File: config.mk
export PLATFORM = sky130hd
export DESIGN_NAME = uart_tx_engine
export DESIGN_NICKNAME = d
export VERILOG_FILES = /design/src/rtl/uart_tx_engine.sv
export SDC_FILE = /design/constraint.sdc
export NUM_CORES = 1
export LEC_CHECK = 0
export BUFFER_PORTS_ARGS = -buffer_cell sky130_fd_sc_hd__clkbuf_2
export CAP_MARGIN = 20
export CORE_ASPECT_RATIO = 0.75
export CORE_UTILIZATION = 60
export CTS_BUF_LIST = sky130_fd_sc_hd__clkbuf_16
export DETAILED_ROUTE_END_ITERATION = 8
export GPL_ROUTABILITY_DRIVEN = 0
export PLACE_DENSITY = 0.9
export SKIP_CTS_REPAIR_TIMING = 1
export SYNTH_ARGS = -nofsm -noshare
export SYNTH_HDL_FRONTEND = slang
export SYNTH_SLANG_ARGS = --single-unit
File: constraint.sdc
create_clock -name clk -period 3.2 [get_ports clk]
set_input_delay 0.64 -clock clk [delete_from_list [all_inputs] [get_ports clk]]
set_output_delay 0.64 -clock clk [all_outputs]
set_load 0.03 [all_outputs]
File: src/rtl/uart_tx_engine.sv
// uart_tx_engine: UART transmit engine with a valid/ready byte interface.
// Selector encodings match the receive path (bd_sel, prty_sel, stop_sel, data_bit_sel).
// Optional feature macro: UART_TX_BREAK_EN adds a send_break input that holds the
// line low for at least 11 bit times while it is asserted in IDLE.
module uart_tx_engine #(
    parameter int unsigned CLK_FREQ = 50_000_000,
    parameter int unsigned DIV_W    = 16
) (
    input  logic       clk,
    input  logic       rst,
    input  logic [1:0] bd_sel,
    input  logic [1:0] prty_sel,
    input  logic       stop_sel,
    input  logic       data_bit_sel,
    input  logic [7:0] data_in,
    input  logic       tx_valid,
`ifdef UART_TX_BREAK_EN
    input  logic       send_break,
`endif
    output logic       tx_ready,
    output logic       data_ser,
    output logic       baud_tick,
    output logic       tx_done
);

    // Rounded cycles-per-bit for each supported baud rate
    localparam int unsigned DIV_1200 = (CLK_FREQ + 600) / 1200;
    localparam int unsigned DIV_2400 = (CLK_FREQ + 1200) / 2400;
    localparam int unsigned DIV_4800 = (CLK_FREQ + 2400) / 4800;
    localparam int unsigned DIV_9600 = (CLK_FREQ + 4800) / 9600;
`ifdef UART_TX_BREAK_EN
    localparam int unsigned BRK_BITS = 11;
`endif

    typedef enum logic [2:0] {
        IDLE,
        START,
        DATA,
        PARITY,
        STOP
`ifdef UART_TX_BREAK_EN
        ,
        BRK
`endif
    } state_t;

    state_t             state_q, state_d;
    logic [DIV_W-1:0]   div_q, div_d;
    logic [DIV_W-1:0]   div_val_q, div_val_d;
    logic [DIV_W-1:0]   sel_div_c;
    logic [2:0]         bit_q, bit_d;
    logic               stop_cnt_q, stop_cnt_d;
    logic [7:0]         shreg_q, shreg_d;
    logic               seven_q, seven_d;
    logic               par_en_q, par_en_d;
    logic               par_bit_q, par_bit_d;
    logic               stop2_q, stop2_d;
    logic               tx_ready_d, data_ser_d, baud_tick_d, tx_done_d;
    logic               bit_end_c;
    logic [2:0]         last_bit_c;
`ifdef UART_TX_BREAK_EN
    logic [3:0]         brk_cnt_q, brk_cnt_d;
`endif

    // Divisor lookup from the live baud selector (sampled only on accept)
    always_comb begin
        sel_div_c = DIV_W'(DIV_1200);
        case (bd_sel)
            2'b00:   sel_div_c = DIV_W'(DIV_1200);
            2'b01:   sel_div_c = DIV_W'(DIV_2400);
            2'b10:   sel_div_c = DIV_W'(DIV_4800);
            default: sel_div_c = DIV_W'(DIV_9600);
        endcase
    end

    assign bit_end_c  = (div_q == (div_val_q - DIV_W'(1)));
    assign last_bit_c = seven_q ? 3'd6 : 3'd7;

    // Next-state, divider/bit counters and next registered outputs
    always_comb begin
        state_d     = state_q;
        div_d       = div_q;
        div_val_d   = div_val_q;
        bit_d       = bit_q;
        stop_cnt_d  = stop_cnt_q;
        shreg_d     = shreg_q;
        seven_d     = seven_q;
        par_en_d    = par_en_q;
        par_bit_d   = par_bit_q;
        stop2_d     = stop2_q;
        tx_ready_d  = tx_ready;
        data_ser_d  = 1'b1;
        baud_tick_d = 1'b0;
        tx_done_d   = 1'b0;
`ifdef UART_TX_BREAK_EN
        brk_cnt_d   = brk_cnt_q;
`endif

        if (state_q != IDLE) begin
            div_d       = bit_end_c ? '0 : div_q + DIV_W'(1);
            baud_tick_d = bit_end_c;
        end

        case (state_q)
            IDLE: begin
                data_ser_d = 1'b1;
                tx_ready_d = 1'b1;
`ifdef UART_TX_BREAK_EN
                if (send_break && tx_ready) begin
                    state_d    = BRK;
                    tx_ready_d = 1'b0;
                    div_d      = '0;
                    div_val_d  = sel_div_c;
                    brk_cnt_d  = 4'd0;
                end else
`endif
                if (tx_valid && tx_ready) begin
                    state_d    = START;
                    tx_ready_d = 1'b0;
                    div_d      = '0;
                    div_val_d  = sel_div_c;
                    bit_d      = 3'd0;
                    stop_cnt_d = 1'b0;
                    shreg_d    = data_in;
                    seven_d    = data_bit_sel;
                    par_en_d   = (prty_sel == 2'b01) || (prty_sel == 2'b10);
                    par_bit_d  = (data_bit_sel ? ^data_in[6:0] : ^data_in)
                                 ^ (prty_sel == 2'b10);
                    stop2_d    = stop_sel;
                end
            end
            START: begin
                data_ser_d = 1'b0;
                if (bit_end_c) state_d = DATA;
            end
            DATA: begin
                data_ser_d = shreg_q[bit_q];
                if (bit_end_c) begin
                    if (bit_q == last_bit_c) state_d = par_en_q ? PARITY : STOP;
                    else                     bit_d   = bit_q + 3'd1;
                end
            end
            PARITY: begin
                data_ser_d = par_bit_q;
                if (bit_end_c) state_d = STOP;
            end
            STOP: begin
                data_ser_d = 1'b1;
                if (bit_end_c) begin
                    if (stop2_q && !stop_cnt_q) begin
                        stop_cnt_d = 1'b1;
                    end else begin
                        state_d    = IDLE;
                        tx_done_d  = 1'b1;
                        tx_ready_d = 1'b1;
                    end
                end
            end
`ifdef UART_TX_BREAK_EN
            BRK: begin
                data_ser_d = 1'b0;
                if (bit_end_c) begin
                    if (brk_cnt_q != 4'(BRK_BITS - 1)) begin
                        brk_cnt_d = brk_cnt_q + 4'd1;
                    end else if (!send_break) begin
                        state_d    = IDLE;
                        tx_ready_d = 1'b1;
                    end
                end
            end
`endif
            default: begin
                state_d    = IDLE;
                tx_ready_d = 1'b1;
            end
        endcase
    end

    // State and output registers with synchronous reset
    always_ff @(posedge clk) begin
        if (rst) begin
            state_q    <= IDLE;
            div_q      <= '0;
            div_val_q  <= '0;
            bit_q      <= 3'd0;
            stop_cnt_q <= 1'b0;
            shreg_q    <= 8'd0;
            seven_q    <= 1'b0;
            par_en_q   <= 1'b0;
            par_bit_q  <= 1'b0;
            stop2_q    <= 1'b0;
            tx_ready   <= 1'b1;
            data_ser   <= 1'b1;
            baud_tick  <= 1'b0;
            tx_done    <= 1'b0;
`ifdef UART_TX_BREAK_EN
            brk_cnt_q  <= 4'd0;
`endif
        end else begin
            state_q    <= state_d;
            div_q      <= div_d;
            div_val_q  <= div_val_d;
            bit_q      <= bit_d;
            stop_cnt_q <= stop_cnt_d;
            shreg_q    <= shreg_d;
            seven_q    <= seven_d;
            par_en_q   <= par_en_d;
            par_bit_q  <= par_bit_d;
            stop2_q    <= stop2_d;
            tx_ready   <= tx_ready_d;
            data_ser   <= data_ser_d;
            baud_tick  <= baud_tick_d;
            tx_done    <= tx_done_d;
`ifdef UART_TX_BREAK_EN
            brk_cnt_q  <= brk_cnt_d;
`endif
        end
    end

endmodule

==> impl_metrics.env <==
export IMPL_synth_ff_type="dfxtp_1"
export IMPL_dp_hpwl_um=4480
export IMPL_synth_xor_area_share_pct=13.8
export IMPL_dieArea_um2=4940
export IMPL_r2r_start="div_val_q[9]"
export IMPL_pwr_density_cell_nw_per_um2=482
export IMPL_cts_buffers=5
export IMPL_cts_tree="yes"
export IMPL_post_route_util_pct=68.4
export IMPL_synth_edff_count=0
export IMPL_cts_clk_slew_worst_paths_ns=0.06
export IMPL_grt_antenna_before_repair=0
export IMPL_drt_antenna_violating_nets=0
export IMPL_r2r_cells=10
export IMPL_rows=21
export IMPL_vias=2476
export IMPL_min_to="shreg_q[3]"
export IMPL_synth_area_um2=2800
export IMPL_remaining_drc_errors=0
export IMPL_die_h_um=61.1
export IMPL_leakage_nw=1.15
export IMPL_grt_pass1_wl_um=9890
export IMPL_status="completed"
export IMPL_async_flop_share_pct=0
export IMPL_h_tree_depth=2
export IMPL_hold_ws_ns=0.459
export IMPL_routed_wl_um=6180
export IMPL_r2r_end="state_q[2]"
export IMPL_synth_nets=377
export IMPL_ys_top_cells_by_count="nand2_1, dfxtp_1, nor2_1, xnor2_1, a21oi_1"
export IMPL_grt_pass1_vias=2180
export IMPL_max_cap_violations=0
export IMPL_path_delay_family="simple AND/OR/NAND/NOR gates"
export IMPL_critPathMaxStageDelay_ns=0.51
export IMPL_initial_utilization_pct=62.6
export IMPL_dr_pass1_iters=5
export IMPL_slew_violations=0
export IMPL_tightest_slew_ns=0.770
export IMPL_synth_mux_area_share_pct=2.69
export IMPL_fmax_mhz=346
export IMPL_period_needed_ns=2.89
export IMPL_drive_gt1_share_pct=10.8
export IMPL_synth_seq_area_share_pct=35.1
export IMPL_min_delay_start="shreg_q[3]"
export IMPL_die_w_um=80.8
export IMPL_synth_compound_area_share_pct=11.2
export IMPL_io_buffer_count=20
export IMPL_cp_num_cells=10
export IMPL_end_kind="register"
export IMPL_slowest_stage="or4b_1"
export IMPL_setup_viol=0
export IMPL_yosys_area_top_type="dfxtp_1"
export IMPL_overflow=0
export IMPL_criticalPathCategory="reg -> reg"
export IMPL_required_ns=3.42
export IMPL_cts_root_buf="clkbuf_16"
export IMPL_clock_skew_ns=0.00649
export IMPL_ys_types=46
export IMPL_post_route_period_util_pct=90.3
export IMPL_p_total_mw=1.47
export IMPL_coreArea_um2=4470
export IMPL_grt_max_degree=37
export IMPL_hold_path_class="reg -> reg"
export IMPL_clock_sinks=49
export IMPL_crit_path_frequent_cell="ha_1"
export IMPL_hold_viol=0
export IMPL_clockBufferDepth=2
export IMPL_cp_max_fo=8
export IMPL_syn_avg_cell_area_um2=8.01
export IMPL_pre_cts_slack_ns=0.402
export IMPL_arrival_ns=3.11
export IMPL_rsz0062_at_grt="false"
export IMPL_synth_top_area_share_pct=35.1
export IMPL_diodes=0
export IMPL_reg2reg_slack_ns=0.31
export IMPL_drt_first_iter_violations=200
export IMPL_finalSetupTns_ns=0
export IMPL_slew_headroom_pct=48.6
export IMPL_yosys_area_share_simple_pct=27.9
export IMPL_synth_top_family_by_area="simple AND/OR/NAND/NOR gates"
export IMPL_ys_seq_elements=49
export IMPL_yosysWarnings=0
export IMPL_path_buf_inv=1
export IMPL_crit_chain="inv_1, ha_1, ha_1, xnor2_1, nor4_1, nand2_1, nor4bb_1, nand4_1, or4b_1, o22ai_1"
export IMPL_nets=389
export IMPL_routedWlPerCell_um=14.8
export IMPL_hold_depth=2
export IMPL_synth_fa_ha_area_share_pct=4.92
export IMPL_worst_slack_ns=0.309
export IMPL_cp_start_kind="register"
export IMPL_track_usage_pct=26.7
export IMPL_viasPerCell=5.94
export IMPL_insertion_delay_ns=0.29
export IMPL_vdd_ir_drop_max_mv=0.409
export IMPL_netlist_instances=349
export IMPL_pin_count=21
export IMPL_area_delta_synth_final_pct=9.36
export IMPL_synth_area_leaders="dfxtp_1, xnor2_1, nand2_1, ha_1, xor2_1"
export IMPL_yosysMostFrequentCell="nand2_1"
[flip-flops by register name (all words and copies together), names as in the netlist]
register    cells
div_q          16
tx_done         1
stop2_q         1
shreg_q         8
stop_cnt_q      1
bit_q           3
seven_q         1
par_bit_q       1
par_en_q        1
data_ser        1
tx_ready        1
div_val_q      10
baud_tick       1
state_q         3
[layout by cell type, fill, tap and decap left out, types with 2 or more instances in the layout]
master     Yosys  layout
nand2_1       53      53
dfxtp_1       49      49
nor2_1        29      29
xnor2_1       29      29
a21oi_1       26      26
nor3_1        25      25
clkbuf_2       0      20
xor2_1        15      15
inv_1         12      12
nand3_1       12      12
ha_1          11      11
o21ai_0        7       7
and3_1         5       5
nor2b_1        5       5
nand4_1        5       5
clkbuf_16      0       5
buf_4          0       5
nor3b_1        4       4
nand3b_1       3       3
nor4_1         3       3
mux2i_1        3       3
a211oi_1       3       3
nand4b_1       2       2
or4_4          2       2
or3_1          2       2
or2_2          2       2
mux4_2         2       2
o2111a_1       2       2
[metal layers]
metal / GRT usage [%] / vias up / routed length, um
li1: - / 1232 / -
met1: 37.4 / 1129 / 2970
met2: 40.3 / 95 / 2730
met3: 5.33 / 20 / 378
met4: 11.2 / 0 / 101
met5: 0 / - / 0
[tightest hold or removal path, delay by kind of cell, from the launching register on]
kind            cells  cell delay, ns
compound gates      1            0.05
flops               1            0.31
simple gates        1            0.05
[logic make-up after synthesis]
| kind of cell | Yosys count |
|---|---|
| multiplexers | 5 |
| adder cells (fa/ha/maj) | 11 |
| AO/OA/AOI/OAI | 50 |
| flip-flops | 49 |
| buffers and inverters | 32 |
| XOR/XNOR | 44 |
| AND/OR/NAND/NOR | 158 |
[worst max path at each step]
stage	startpoint	endpoint	slack, ns
2_1_floorplan	div_val_q[9]	state_q[2]	0.57
3_3_place_gp	div_val_q[9]	state_q[2]	0.55
3_5_place_dp	div_val_q[9]	state_q[2]	0.40
4_1_cts	div_val_q[9]	state_q[2]	0.36
5_1_grt	div_val_q[9]	state_q[2]	0.13
6_report	div_val_q[9]	state_q[2]	0.31
[cell type report]
type	count	area, um2
multi-input cells	268	1690
clock buffers	5	125
flip-flops and latches	49	981
well taps	57	71.3
repair buffers	25	138
clock inverters	1	5.00
inverters	12	45.0
fillers	364	1410
[per-stage QoR]
stage               cell area, um2  instances
floorplan                     2800        349
global route                  3060        417
CTS                           3060        417
finish                        3060        417
detailed placement            2930        411
global placement              2930        411
[where the power goes]
group / total, mW / switching (mW) / internal, mW
Clock: 0.493 / 0.214 / 0.279
Combinational: 0.312 / 0.180 / 0.132
Sequential: 0.667 / 0.0308 / 0.637
Total: 1.47 / 0.424 / 1.05
Note: power is estimated with default switching activity, not from simulation.
